File: config.mk
export PLATFORM = sky130hd
export DESIGN_NAME = game_collision_scanner
export DESIGN_NICKNAME = d
export VERILOG_FILES = /design/src/rtl/game_collision_pkg.sv /design/src/rtl/collision_aabb_cmp.sv /design/src/rtl/game_collision_scanner.sv
export SDC_FILE = /design/constraint.sdc
export NUM_CORES = 1
export LEC_CHECK = 0
export ABC_AREA = 1
export CAP_MARGIN = 20
export CORE_ASPECT_RATIO = 1.4
export CORE_MARGIN = 4
export CORE_UTILIZATION = 53
export CTS_CLUSTER_DIAMETER = 60
export DETAILED_ROUTE_END_ITERATION = 10
export PLACE_DENSITY = 0.83
export SYNTH_ARGS = -nofsm -noshare
export SYNTH_HDL_FRONTEND = slang
export SYNTH_SLANG_ARGS = --single-unit
File: constraint.sdc
create_clock -name i_Clk -period 5 [get_ports i_Clk]
set_input_delay 1.25 -clock i_Clk [delete_from_list [all_inputs] [get_ports i_Clk]]
set_output_delay 1.25 -clock i_Clk [all_outputs]
set_load 0.01 [all_outputs]
File: src/rtl/game_collision_pkg.sv
// Shared types and default object geometry for the time-multiplexed collision scanner.
package game_collision_pkg;

  localparam int X_W_DEF = 10;
  localparam int Y_W_DEF = 9;
  localparam int POS_W   = X_W_DEF + Y_W_DEF;

  localparam int BULLET_W_DEF = 4;
  localparam int BULLET_H_DEF = 8;
  localparam int ENEMY_W_DEF  = 32;
  localparam int ENEMY_H_DEF  = 24;
  localparam int PLAYER_W_DEF = 32;
  localparam int PLAYER_H_DEF = 16;
  localparam int PLAYER_Y_DEF = 440;

  typedef struct packed {
    logic [X_W_DEF-1:0] x;
    logic [Y_W_DEF-1:0] y;
  } pos_t;

  typedef enum logic [2:0] {
    IDLE  = 3'd0,
    PH_BB = 3'd1,
    PH_PE = 3'd2,
    PH_EP = 3'd3,
    DONE  = 3'd4
  } phase_e;

endpackage

File: src/rtl/collision_aabb_cmp.sv
// Combinational AABB overlap test; right/bottom edges are one bit wider so edge objects never wrap.
// Zero latency, no flow control; touching edges do not count as overlap.
module collision_aabb_cmp #(
  parameter int X_W = 10,
  parameter int Y_W = 9
) (
  input  logic           i_AValid,
  input  logic [X_W-1:0] i_AX,
  input  logic [Y_W-1:0] i_AY,
  input  logic [X_W-1:0] i_AW,
  input  logic [Y_W-1:0] i_AH,
  input  logic           i_BValid,
  input  logic [X_W-1:0] i_BX,
  input  logic [Y_W-1:0] i_BY,
  input  logic [X_W-1:0] i_BW,
  input  logic [Y_W-1:0] i_BH,
  output logic           o_Hit
);

  logic [X_W:0] w_AX1, w_AX2, w_BX1, w_BX2;
  logic [Y_W:0] w_AY1, w_AY2, w_BY1, w_BY2;
  logic         w_XOvl, w_YOvl;

  assign w_AX1 = {1'b0, i_AX};
  assign w_AX2 = w_AX1 + {1'b0, i_AW};
  assign w_BX1 = {1'b0, i_BX};
  assign w_BX2 = w_BX1 + {1'b0, i_BW};
  assign w_AY1 = {1'b0, i_AY};
  assign w_AY2 = w_AY1 + {1'b0, i_AH};
  assign w_BY1 = {1'b0, i_BY};
  assign w_BY2 = w_BY1 + {1'b0, i_BH};

  assign w_XOvl = !((w_AX2 <= w_BX1) || (w_AX1 >= w_BX2));
  assign w_YOvl = !((w_AY2 <= w_BY1) || (w_AY1 >= w_BY2));
  assign o_Hit  = i_AValid & i_BValid & w_XOvl & w_YOvl;

endmodule

File: src/rtl/game_collision_scanner.sv
// Per-frame collision scan, one object pair per clock through a shared comparator; o_Done 73 cycles after start with defaults.
// Starts while busy are dropped; COLLISION_OVERRUN_EN adds a sticky o_Overrun flag with i_OverrunClr.
module game_collision_scanner
  import game_collision_pkg::*;
#(
  parameter int N_ENEMY   = 8,
  parameter int N_EBULLET = 8,
  parameter int N_PBULLET = 4,
  parameter int X_W       = X_W_DEF,
  parameter int Y_W       = Y_W_DEF,
  parameter int BULLET_W  = BULLET_W_DEF,
  parameter int BULLET_H  = BULLET_H_DEF,
  parameter int ENEMY_W   = ENEMY_W_DEF,
  parameter int ENEMY_H   = ENEMY_H_DEF,
  parameter int PLAYER_W  = PLAYER_W_DEF,
  parameter int PLAYER_H  = PLAYER_H_DEF,
  parameter int PLAYER_Y  = PLAYER_Y_DEF
) (
  input  logic                           i_Clk,
  input  logic                           i_Rst_n,
  input  logic                           i_Start,
  input  logic [N_ENEMY*(X_W+Y_W)-1:0]   i_EnemyPos,
  input  logic [N_EBULLET*(X_W+Y_W)-1:0] i_EBulletPos,
  input  logic [N_PBULLET*(X_W+Y_W)-1:0] i_PBulletPos,
  input  logic [X_W-1:0]                 i_PlayerX,
  input  logic [N_ENEMY-1:0]             i_EnemyValid,
  input  logic [N_EBULLET-1:0]           i_EBulletValid,
  input  logic [N_PBULLET-1:0]           i_PBulletValid,
`ifdef COLLISION_OVERRUN_EN
  input  logic                           i_OverrunClr,
  output logic                           o_Overrun,
`endif
  output logic                           o_Busy,
  output logic                           o_Done,
  output logic [N_ENEMY-1:0]             o_EnemyHit,
  output logic [N_EBULLET-1:0]           o_EBulletHit,
  output logic [N_PBULLET-1:0]           o_PBulletHit,
  output logic                           o_PlayerHit
);

  localparam int P_W   = X_W + Y_W;
  localparam int N_BB  = N_EBULLET * N_PBULLET;
  localparam int N_PE  = N_PBULLET * N_ENEMY;
  localparam int N_EP  = N_EBULLET;
  localparam int N_M1  = (N_ENEMY > N_EBULLET) ? N_ENEMY : N_EBULLET;
  localparam int N_MAX = (N_M1 > N_PBULLET) ? N_M1 : N_PBULLET;
  localparam int CNT_W = (N_MAX > 1) ? $clog2(N_MAX) : 1;

  phase_e r_State, w_NextState;

  logic [N_ENEMY*P_W-1:0]   r_EnPos;
  logic [N_EBULLET*P_W-1:0] r_EbPos;
  logic [N_PBULLET*P_W-1:0] r_PbPos;
  logic [X_W-1:0]           r_PlayerX;
  logic [N_ENEMY-1:0]       r_EnValid, r_EnAcc, w_EnAccNxt, r_EnemyHit;
  logic [N_EBULLET-1:0]     r_EbValid, r_EbAcc, w_EbAccNxt, r_EBulletHit;
  logic [N_PBULLET-1:0]     r_PbValid, r_PbAcc, w_PbAccNxt, r_PBulletHit;
  logic                     r_PlAcc, w_PlAccNxt, r_PlayerHit, r_Done;
  logic [CNT_W-1:0]         r_Outer, r_Inner;

  logic [P_W-1:0] w_EbOut, w_PbIn, w_PbOut, w_EnIn;
  logic           w_EbOutV, w_PbInV, w_PbOutV, w_EnInV;
  logic [X_W-1:0] w_AX, w_AW, w_BX, w_BW;
  logic [Y_W-1:0] w_AY, w_AH, w_BY, w_BH;
  logic           w_AV, w_BV, w_Hit, w_InLast, w_OutLast, w_Scan;

  // Current-pair object fetch: outer index picks A, inner index picks B.
  always_comb begin
    w_EbOut = '0; w_EbOutV = 1'b0;
    w_PbOut = '0; w_PbOutV = 1'b0;
    w_PbIn  = '0; w_PbInV  = 1'b0;
    w_EnIn  = '0; w_EnInV  = 1'b0;
    for (int i = 0; i < N_EBULLET; i++) begin
      if (r_Outer == CNT_W'(i)) begin
        w_EbOut  = r_EbPos[i*P_W +: P_W];
        w_EbOutV = r_EbValid[i];
      end
    end
    for (int i = 0; i < N_PBULLET; i++) begin
      if (r_Outer == CNT_W'(i)) begin
        w_PbOut  = r_PbPos[i*P_W +: P_W];
        w_PbOutV = r_PbValid[i];
      end
      if (r_Inner == CNT_W'(i)) begin
        w_PbIn  = r_PbPos[i*P_W +: P_W];
        w_PbInV = r_PbValid[i];
      end
    end
    for (int i = 0; i < N_ENEMY; i++) begin
      if (r_Inner == CNT_W'(i)) begin
        w_EnIn  = r_EnPos[i*P_W +: P_W];
        w_EnInV = r_EnValid[i];
      end
    end
  end

  always_comb begin
    w_AV = 1'b0; w_AX = '0; w_AY = '0; w_AW = '0; w_AH = '0;
    w_BV = 1'b0; w_BX = '0; w_BY = '0; w_BW = '0; w_BH = '0;
    w_InLast  = 1'b1;
    w_OutLast = 1'b1;
    case (r_State)
      PH_BB: begin
        w_AV = w_EbOutV; w_AX = w_EbOut[P_W-1:Y_W]; w_AY = w_EbOut[Y_W-1:0];
        w_AW = X_W'(BULLET_W); w_AH = Y_W'(BULLET_H);
        w_BV = w_PbInV; w_BX = w_PbIn[P_W-1:Y_W]; w_BY = w_PbIn[Y_W-1:0];
        w_BW = X_W'(BULLET_W); w_BH = Y_W'(BULLET_H);
        w_InLast  = (r_Inner == CNT_W'(N_PBULLET - 1));
        w_OutLast = (r_Outer == CNT_W'(N_EBULLET - 1));
      end
      PH_PE: begin
        w_AV = w_PbOutV; w_AX = w_PbOut[P_W-1:Y_W]; w_AY = w_PbOut[Y_W-1:0];
        w_AW = X_W'(BULLET_W); w_AH = Y_W'(BULLET_H);
        w_BV = w_EnInV; w_BX = w_EnIn[P_W-1:Y_W]; w_BY = w_EnIn[Y_W-1:0];
        w_BW = X_W'(ENEMY_W); w_BH = Y_W'(ENEMY_H);
        w_InLast  = (r_Inner == CNT_W'(N_ENEMY - 1));
        w_OutLast = (r_Outer == CNT_W'(N_PBULLET - 1));
      end
      PH_EP: begin
        w_AV = w_EbOutV; w_AX = w_EbOut[P_W-1:Y_W]; w_AY = w_EbOut[Y_W-1:0];
        w_AW = X_W'(BULLET_W); w_AH = Y_W'(BULLET_H);
        w_BV = 1'b1; w_BX = r_PlayerX; w_BY = Y_W'(PLAYER_Y);
        w_BW = X_W'(PLAYER_W); w_BH = Y_W'(PLAYER_H);
        w_InLast  = 1'b1;
        w_OutLast = (r_Outer == CNT_W'(N_EBULLET - 1));
      end
      default: ;
    endcase
  end

  collision_aabb_cmp #(.X_W(X_W), .Y_W(Y_W)) u_cmp (
    .i_AValid(w_AV), .i_AX(w_AX), .i_AY(w_AY), .i_AW(w_AW), .i_AH(w_AH),
    .i_BValid(w_BV), .i_BX(w_BX), .i_BY(w_BY), .i_BW(w_BW), .i_BH(w_BH),
    .o_Hit(w_Hit)
  );

  assign w_Scan = (r_State == PH_BB) || (r_State == PH_PE) || (r_State == PH_EP);

  always_comb begin
    w_EnAccNxt = r_EnAcc;
    w_EbAccNxt = r_EbAcc;
    w_PbAccNxt = r_PbAcc;
    w_PlAccNxt = r_PlAcc | (w_Hit && r_State == PH_EP);
    for (int i = 0; i < N_EBULLET; i++)
      if (w_Hit && (r_State == PH_BB || r_State == PH_EP) && r_Outer == CNT_W'(i))
        w_EbAccNxt[i] = 1'b1;
    for (int i = 0; i < N_PBULLET; i++)
      if (w_Hit && ((r_State == PH_BB && r_Inner == CNT_W'(i)) ||
                    (r_State == PH_PE && r_Outer == CNT_W'(i))))
        w_PbAccNxt[i] = 1'b1;
    for (int i = 0; i < N_ENEMY; i++)
      if (w_Hit && r_State == PH_PE && r_Inner == CNT_W'(i))
        w_EnAccNxt[i] = 1'b1;
  end

  // Empty phases are skipped by elaboration-time pair counts.
  always_comb begin
    w_NextState = r_State;
    case (r_State)
      IDLE:
        if (i_Start)
          w_NextState = (N_BB > 0) ? PH_BB : (N_PE > 0) ? PH_PE : (N_EP > 0) ? PH_EP : DONE;
      PH_BB:
        if (w_InLast && w_OutLast)
          w_NextState = (N_PE > 0) ? PH_PE : (N_EP > 0) ? PH_EP : DONE;
      PH_PE:
        if (w_InLast && w_OutLast)
          w_NextState = (N_EP > 0) ? PH_EP : DONE;
      PH_EP:
        if (w_InLast && w_OutLast)
          w_NextState = DONE;
      DONE:    w_NextState = IDLE;
      default: w_NextState = IDLE;
    endcase
  end

  always_ff @(posedge i_Clk or negedge i_Rst_n) begin
    if (!i_Rst_n) r_State <= IDLE;
    else          r_State <= w_NextState;
  end

  always_ff @(posedge i_Clk or negedge i_Rst_n) begin
    if (!i_Rst_n) begin
      r_EnPos <= '0; r_EbPos <= '0; r_PbPos <= '0; r_PlayerX <= '0;
      r_EnValid <= '0; r_EbValid <= '0; r_PbValid <= '0;
      r_EnAcc <= '0; r_EbAcc <= '0; r_PbAcc <= '0; r_PlAcc <= 1'b0;
      r_Outer <= '0; r_Inner <= '0;
      r_EnemyHit <= '0; r_EBulletHit <= '0; r_PBulletHit <= '0; r_PlayerHit <= 1'b0;
      r_Done <= 1'b0;
    end else begin
      r_Done <= (w_NextState == DONE);
      if (r_State == IDLE && i_Start) begin
        r_EnPos   <= i_EnemyPos;
        r_EbPos   <= i_EBulletPos;
        r_PbPos   <= i_PBulletPos;
        r_PlayerX <= i_PlayerX;
        r_EnValid <= i_EnemyValid;
        r_EbValid <= i_EBulletValid;
        r_PbValid <= i_PBulletValid;
        r_EnAcc <= '0; r_EbAcc <= '0; r_PbAcc <= '0; r_PlAcc <= 1'b0;
        r_Outer <= '0; r_Inner <= '0;
      end else if (w_Scan) begin
        r_EnAcc <= w_EnAccNxt; r_EbAcc <= w_EbAccNxt;
        r_PbAcc <= w_PbAccNxt; r_PlAcc <= w_PlAccNxt;
        if (w_InLast) begin
          r_Inner <= '0;
          r_Outer <= w_OutLast ? '0 : r_Outer + CNT_W'(1);
        end else begin
          r_Inner <= r_Inner + CNT_W'(1);
        end
      end
      // Publish at the edge entering DONE so the final pair is included.
      if (w_NextState == DONE && r_State != DONE) begin
        if (r_State == IDLE) begin
          r_EnemyHit <= '0; r_EBulletHit <= '0; r_PBulletHit <= '0; r_PlayerHit <= 1'b0;
        end else begin
          r_EnemyHit   <= w_EnAccNxt;
          r_EBulletHit <= w_EbAccNxt;
          r_PBulletHit <= w_PbAccNxt;
          r_PlayerHit  <= w_PlAccNxt;
        end
      end
    end
  end

`ifdef COLLISION_OVERRUN_EN
  logic r_Overrun;
  always_ff @(posedge i_Clk or negedge i_Rst_n) begin
    if (!i_Rst_n)                          r_Overrun <= 1'b0;
    else if (i_OverrunClr)                 r_Overrun <= 1'b0;
    else if (i_Start && r_State != IDLE)   r_Overrun <= 1'b1;
  end
  assign o_Overrun = r_Overrun;
`endif

  assign o_Busy       = (r_State != IDLE);
  assign o_Done       = r_Done;
  assign o_EnemyHit   = r_EnemyHit;
  assign o_EBulletHit = r_EBulletHit;
  assign o_PBulletHit = r_PBulletHit;
  assign o_PlayerHit  = r_PlayerHit;

endmodule

Word-level counts from Yosys, hierarchy flattened

Index checks and enable logic that the tools add are counted.

Add/subtract/negate cells: 6
Multipliers: 0
Div/mod/pow operators: 0
Magnitude comparators: 4
Equal/unequal tests: 19
Shift-type cells: 0
Mux-type cells: 104
Bitwise gates (word level): 4
Reductions and logical operators: 55

Operators with widths:

| kind                 | count |
|---|---|
| $mux W19             | 24 |
| $mux W8              | 6 |
| $mux W1              | 47 |
| $mux W3              | 12 |
| $logic_and A1 B1 Y1  | 34 |
| $pmux W10 S3         | 1 |
| $eq A3 B3 Y1 const B | 9 |
| $pmux W9 S3          | 1 |
| $pmux W10 S2         | 1 |
| $eq A3 B2 Y1 const B | 6 |
| $pmux W9 S2          | 1 |
| $mux W4              | 4 |
| $pmux W5 S3          | 1 |
| $pmux W3 S4          | 1 |
| $pmux W6 S2          | 1 |
| $add A10 B3 Y11      | 1 |
| $add A10 B6 Y11      | 1 |
| $ge A10 B11 Y1       | 1 |
| $le A11 B10 Y1       | 1 |
| $add A9 B4 Y10       | 1 |
| $add A9 B5 Y10       | 1 |
| $ge A9 B10 Y1        | 1 |
| $le A10 B9 Y1        | 1 |
| $eq A3 B1 Y1 const B | 3 |
| other kinds (14)     | 32 |

Register bits after elaboration: 462
Latch bits: 0
Bits in writable memories: 0
Memory bits (read-only): 0
Output and inout port bits: 23
Logic and storage cells: 211
Memories: 0

Logic depth before layout (Yosys ltp)

Word-level depth: 21
Depth in mapped cells: 35
Gate-level depth less buffers: 33

Cells and area by module

From an unflattened synthesis, not the netlist that was laid out.

Cell total of the unflattened synthesis: 3573
Area, all modules: 25917.4 µm²

By module, submodules not included:

| module                 | times used | cells each | area an instance (µm²) | sequential area each (µm²) |
|---|---|---|---|---|
| game_collision_scanner | 1          | 3176       | 23331.1                | 11561.1 |
| collision_aabb_cmp     | 1          | 397        | 2586.2                 | 0.0 |

Worst setup path after synthesis

OpenSTA, ideal clock, no wires.

Kind: register -> register
Start: reg r_Inner[0]
End: reg r_EnemyHit[0], in the netlist o_EnemyHit[0]
Data arrival time: 4489 ps
Data required time: 4934 ps
Path slack: 445 ps
Stages on the path, launching flop included: 31
Buffers on the path: 4
Cell sequence: dfrtp_1 > ha_1 > ha_1 > buf_2 > inv_1 > clkbuf_1 > clkbuf_1 > o211ai_1 > a21oi_1 > a21oi_1 > a21oi_1 > o221ai_1 > nand3_1 > ha_1 > inv_1 > fa_1 > a21oi_1 > nand2_1 > xor2_1 > ha_1 > a21oi_1 > nand2_1 > a21o_1 > nand2_1 > nand2_2 > nor2_8 > buf_8 > nand4_2 > nand2_1 > nand2_1 > nand2_1

Word-level cells in the longest chain between the ends: 20

RTL lines:

| what                              | line                                                                                      | source |
|---|---|---|
| from (decl)                       | game_collision_scanner.sv:59                                                              | `logic [CNT_W-1:0] r_Outer, r_Inner;` |
| from (signal assigned)            | game_collision_scanner.sv:209                                                             | `r_Inner <= r_Inner + CNT_W'(1);` |
| $logic_not A3 Y1                  | game_collision_scanner.sv:84, game_collision_scanner.sv:90, game_collision_scanner.sv:152 |  |
| $mux W19 (8 in series)            | game_collision_scanner.sv:90                                                              | `if (r_Inner == CNT_W'(i)) begin` |
| $pmux W10 S3                      | game_collision_scanner.sv:102                                                             | `case (r_State)` |
| $add A10 B6 Y11                   | collision_aabb_cmp.sv:27                                                                  | `assign w_BX2 = w_BX1 + {1'b0, i_BW};` |
| $ge A10 B11 Y1                    | collision_aabb_cmp.sv:33                                                                  | `assign w_XOvl = !((w_AX2 <= w_BX1) \|\| (w_AX1 >= w_BX2));` |
| $logic_or A1 B1 Y1                | collision_aabb_cmp.sv:33                                                                  |  |
| $logic_not A1 Y1                  | collision_aabb_cmp.sv:33                                                                  |  |
| $and A1 B1 Y1 (2 in series)       | collision_aabb_cmp.sv:35                                                                  | `assign o_Hit = i_AValid & i_BValid & w_XOvl & w_YOvl;` |
| $logic_and A1 B1 Y1 (2 in series) | game_collision_scanner.sv:152                                                             | `if (w_Hit && r_State == PH_PE && r_Inner == CNT_W'(i))` |
| $mux W1                           | game_collision_scanner.sv:152                                                             |  |
| $mux W8                           | game_collision_scanner.sv:214                                                             | `if (r_State == IDLE) begin` |
| to (signal assigned)              | game_collision_scanner.sv:217                                                             | `r_EnemyHit <= w_EnAccNxt;` |
| to (decl)                         | game_collision_scanner.sv:55                                                              | `logic [N_ENEMY-1:0] r_EnValid, r_EnAcc, w_EnAccNxt, r_EnemyHit;` |

Several ways; a longest one is shown, not always the timed one.
A chain may end at the register's enable or synchronous reset.

Worst setup path in the final report

Start: reg r_Outer[2]
End: reg r_PbAcc[0]

Word-level cells in the longest chain between the ends: 20

RTL lines:

| what                        | line                                                                                      | source |
|---|---|---|
| from (decl)                 | game_collision_scanner.sv:59                                                              |  |
| from (signal assigned)      | game_collision_scanner.sv:207                                                             | `r_Outer <= w_OutLast ? '0 : r_Outer + CNT_W'(1);` |
| $logic_not A3 Y1            | game_collision_scanner.sv:74, game_collision_scanner.sv:80, game_collision_scanner.sv:149 |  |
| $mux W19 (8 in series)      | game_collision_scanner.sv:74                                                              | `if (r_Outer == CNT_W'(i)) begin` |
| $pmux W10 S2                | game_collision_scanner.sv:102                                                             |  |
| $add A10 B3 Y11             | collision_aabb_cmp.sv:25                                                                  | `assign w_AX2 = w_AX1 + {1'b0, i_AW};` |
| $le A11 B10 Y1              | collision_aabb_cmp.sv:33                                                                  |  |
| $logic_or A1 B1 Y1          | collision_aabb_cmp.sv:33                                                                  |  |
| $logic_not A1 Y1            | collision_aabb_cmp.sv:33                                                                  |  |
| $and A1 B1 Y1 (2 in series) | collision_aabb_cmp.sv:35                                                                  |  |
| $logic_and A1 B1 Y1 *       | game_collision_scanner.sv:148                                                             | `if (w_Hit && ((r_State == PH_BB && r_Inner == CNT_W'(i)) \|\|` |
| $mux W1 *                   | game_collision_scanner.sv:148                                                             |  |
| $mux W4 *                   | game_collision_scanner.sv:202                                                             | `end else if (w_Scan) begin` |
| $mux W4 *                   | game_collision_scanner.sv:192                                                             | `if (r_State == IDLE && i_Start) begin` |
| to (signal assigned)        | game_collision_scanner.sv:204                                                             | `r_PbAcc <= w_PbAccNxt; r_PlAcc <= w_PlAccNxt;` |
| to (decl)                   | game_collision_scanner.sv:57                                                              | `logic [N_PBULLET-1:0] r_PbValid, r_PbAcc, w_PbAccNxt, r_PBulletHit;` |

Mark *: on every way between the ends. The rest lies on a longest branch, timed or not. The select of a mux whose other input is x is not followed.

==> flow_summary_export.csv <==
group,metric,value,unit
global_route,grt_max_degree,133,
global_route,grt_overflow,0,
layout,layout-drive-gt1-share,0.0608,
sta,period_share,0.937,
sta,finalHoldViolCount,0,
power,pwr_density_cell,255,nW/um^2
placed_design,gp_congestion,0.979,
yosys,async_flop_share,1.00,
floorplan,die_area,48600,um^2
layout,fill_cells,3570,
route,wl_per_cell,20.4,um
route,first_iter_violations,2495,
global_route,antenna_found_initial,5,
yosys,synth_ff_type,"dfrtp_1",
cts,cts_buffer_depth,3,
yosys,syn_inst,3129,
layout,fin_area,30600,um^2
critical_path,crit_buf_inv,5,
floorplan,pin_count,436,
layout,nNetsFinal,3984,
yosys,netlist_area,23900,um^2
power,vdd_ir_drop_max,0.000225,V
yosys,synth-adder-area-share,0.0281,
placed_design,portBuffers,435,
sta,setup_viol,0,
layout,area_growth,28.0,%
critical_path,cp_max_fo,14,
worst_hold_path,hold_path_startpoint,"r_EbPos[96]",
critical_path,r2r_cells,29,
cts,clock_latency,0.57,ns
route,vias,22900,
flow_run,max_cap_violations,0,
power,power.total,7.79,mW
critical_path,critPathCaptureType,"register",
yosys,synth-simple-area-share,0.216,
global_route,grt_pass1_wl,127000,um
yosys,synth_top_family_by_area,"simple AND/OR/NAND/NOR gates",
route,viasPerCell,5.57,
yosys,synth_edf_count,0,
placed_design,dpl.hpwl,63200,um
worst_hold_path,worstHoldEndpoint,"r_EbPos[96]",
critical_path,cp_top_family,"simple AND/OR/NAND/NOR gates",
route,postRouteAntennaNets,0,
placed_design,place_area,28900,um^2
floorplan,row_count,91,
yosys,syn-num-nets,3595,
critical_path,crit_top_cell,"nand2_1",
cts,cts_inserted_buffers,45,
floorplan,die_y,259,um
cts,root_buffer,"clkbuf_16",
critical_path,crit_arrival,5.17,ns
layout,final-instance-count-excl-fill,4113,
floorplan,start_util,0.540,
critical_path,rr_startpoint,"r_Outer[2]",
cts,hold_buffers,0,
yosys,synth_compound_area_frac,0.164,
route,wl_met2,40300,um
route,wl_met1,30700,um
global_route,grt_pass1_vias,22300,
placed_design,place_inst,4020,
sta,fin_crit,4.68,ns
yosys,ys_ff_latch,462,
critical_path,r2r-end,"r_PbAcc[0]",
critical_path,crit_slowest_cell,"dfrtp_1",
global_route,track_usage,0.336,
yosys,ys_types,43,
cts,cts_sinks,462,
route,drc_errors,0,
floorplan,core-area,44300,um^2
route,wirelength,84100,um
sta,setup_slack,0.317,ns
floorplan,die_w,187,um
yosys,synth-xor-area-share,0.00550,
route,firstDrtPassIters,6,
cts,clkTransAtPathRegs,0.06,ns
route,top_layer,"met5",
placed_design,post-place-ws,0.0925,ns
route,route.met3.wl,6460,um
power,leakagePower,15.8,nW
sta,finClkSkew,0.0225,ns
yosys,ys_seq_area_frac,0.484,
sta,drv_slew,0,
sta,relSlewSlack,0.302,
yosys,syn_avg_cell_area,7.64,um^2
run_status,status,"completed",
worst_hold_path,hold_depth,2,
sta,worst_slew_pin_slew,1.05,ns
cts,htree_levels,2,
critical_path,cp.required,5.49,ns
critical_path,path_class,"reg2reg",
sta,timing.fmax,214,MHz
yosys,yosysWarningCount,0,
critical_path,r2r_slack,0.32,ns
critical_path,cp-start-kind,"register",
yosys,yosys-mux-area-fraction,0,
critical_path,max_stage_delay,0.47,ns
worst_hold_path,hp-class,"reg2reg",
cts,cts_tree,"built",
-- worst max-delay path by stage --
| stage | startpoint | to | slack (ns) | cells after the start |
|---|---|---|---|---|
| 4_1_cts | r_Inner[0] | r_PbAcc[0] | 0.01 | 28 |
| 6_report | r_Outer[2] | r_PbAcc[0] | 0.32 | 29 |
| 5_1_grt | r_Inner[0] | o_EnemyHit[3] | -0.02 | 26 |
| 3_3_place_gp | r_Inner[0] | r_PbAcc[0] | 0.22 | 29 |
| 2_1_floorplan | r_Inner[0] | o_EnemyHit[0] | 0.45 | 30 |
| 3_5_place_dp | r_Inner[0] | r_PbAcc[0] | 0.09 | 29 |
-- cell families after synthesis --
| group | Yosys count |
|---|---|
| compound gates | 692 |
| xor+xnor | 15 |
| fa+ha+maj | 53 |
| buf+inv | 613 |
| flops | 462 |
| simple gates | 1294 |
-- stage by stage --
step	TNS [ns]	util	hold WS, ns
2_1_floorplan	0	-	0.444
3_3_place_gp	0	0.652	0.457
3_5_place_dp	0	0.652	0.463
4_1_cts	0	0.687	0.479
5_1_grt	-0.0389	0.691	0.494
6_report	0	0.691	0.477
-- synthesized netlist by cell type (3+ instances only) --
cell type	instances	area (um^2)
a31oi_1	3	18.8
o21ai_0	379	1900
inv_1	424	1590
inv_2	7	26.3
ha_1	52	651
a211oi_1	8	60.1
dfrtp_1	462	11600
o211ai_1	21	158
buf_6	7	78.8
a22oi_1	16	120
buf_2	23	115
o21ai_1	5	25.0
nand4_2	10	125
nor2_1	70	263
clkbuf_1	129	484
o21ai_2	5	43.8
buf_1	4	15.0
nor3_1	3	15.0
o22ai_1	26	163
a21oi_1	151	756
clkinv_1	4	15.0
buf_4	11	82.6
nand3_1	50	250
nand2_1	1121	4210
o221ai_1	58	508
nand4_1	17	106
nor2_4	6	67.6
xor2_1	11	96.3
nand2_2	11	68.8
xnor2_1	4	35.0
a221oi_1	14	123
-- worst min-delay path, cell delays in order, from the launching register on --
cell and delay, ns:
dfrtp_1 0.34, nand2_1 0.05, nand2_1 0.06
-- registers in the layout, indices dropped and copies added, names as in the netlist --
| register | cells |
|---|---|
| o_Done | 1 |
| o_EBulletHit | 8 |
| o_EnemyHit | 8 |
| o_PBulletHit | 4 |
| o_PlayerHit | 1 |
| r_EbAcc | 8 |
| r_EbPos | 152 |
| r_EbValid | 8 |
| r_EnAcc | 8 |
| r_EnPos | 152 |
| r_EnValid | 8 |
| r_Inner | 3 |
| r_Outer | 3 |
| r_PbAcc | 4 |
| r_PbPos | 76 |
| r_PbValid | 4 |
| r_PlAcc | 1 |
| r_PlayerX | 10 |
| r_State | 3 |
-- routing by layer --
metal  vias to the layer above  track usage
met4                         6        0.210
li1                      10700            -
met3                       267       0.0515
met1                     10600        0.405
met2                      1267        0.569
met5                         -            0
-- final cells by class --
| cell class | instances | area, um^2 | area share |
|---|---|---|---|
| antenna | 3 | 7.51 | 0.000245 |
| clock buffer | 61 | 1290 | 0.0421 |
| clock inverter | 20 | 275 | 0.00900 |
| inverter | 437 | 1660 | 0.0542 |
| multi-input combinational | 2054 | 9950 | 0.325 |
| sequential | 462 | 11600 | 0.378 |
| tap | 558 | 698 | 0.0228 |
| timing repair buffer | 518 | 5160 | 0.169 |
-- power by group --
group	leakage, nW	switching, mW	total (mW)	internal [mW]
clock	0.758	1.51	3.63	2.13
sequential	4.96	0	3.74	3.74
combinational	10.1	0.133	0.421	0.288
-- placed cells by master (no fill, tap or decap), types with 14 or more instances in the layout --
master and n:
nand2_1 1117, dfrtp_1 461, clkdlybuf4s50_1 434, inv_1 421, o21ai_0 379, a21oi_1 149, nor2_1 70, buf_4 67
o221ai_1 58, ha_1 51, nand3_1 50, clkbuf_16 47, o22ai_1 26, o211ai_1 21, nand4_1 17, a22oi_1 16
a221oi_1 14
-- timing repair --
item | CTS | global route
hold endpoints to repair | 0 | 0
setup endpoints to repair | 0 | 42
setup buffers | 0 | 9
resized for setup | 0 | 17
Note: power is estimated with default switching activity, not from simulation.
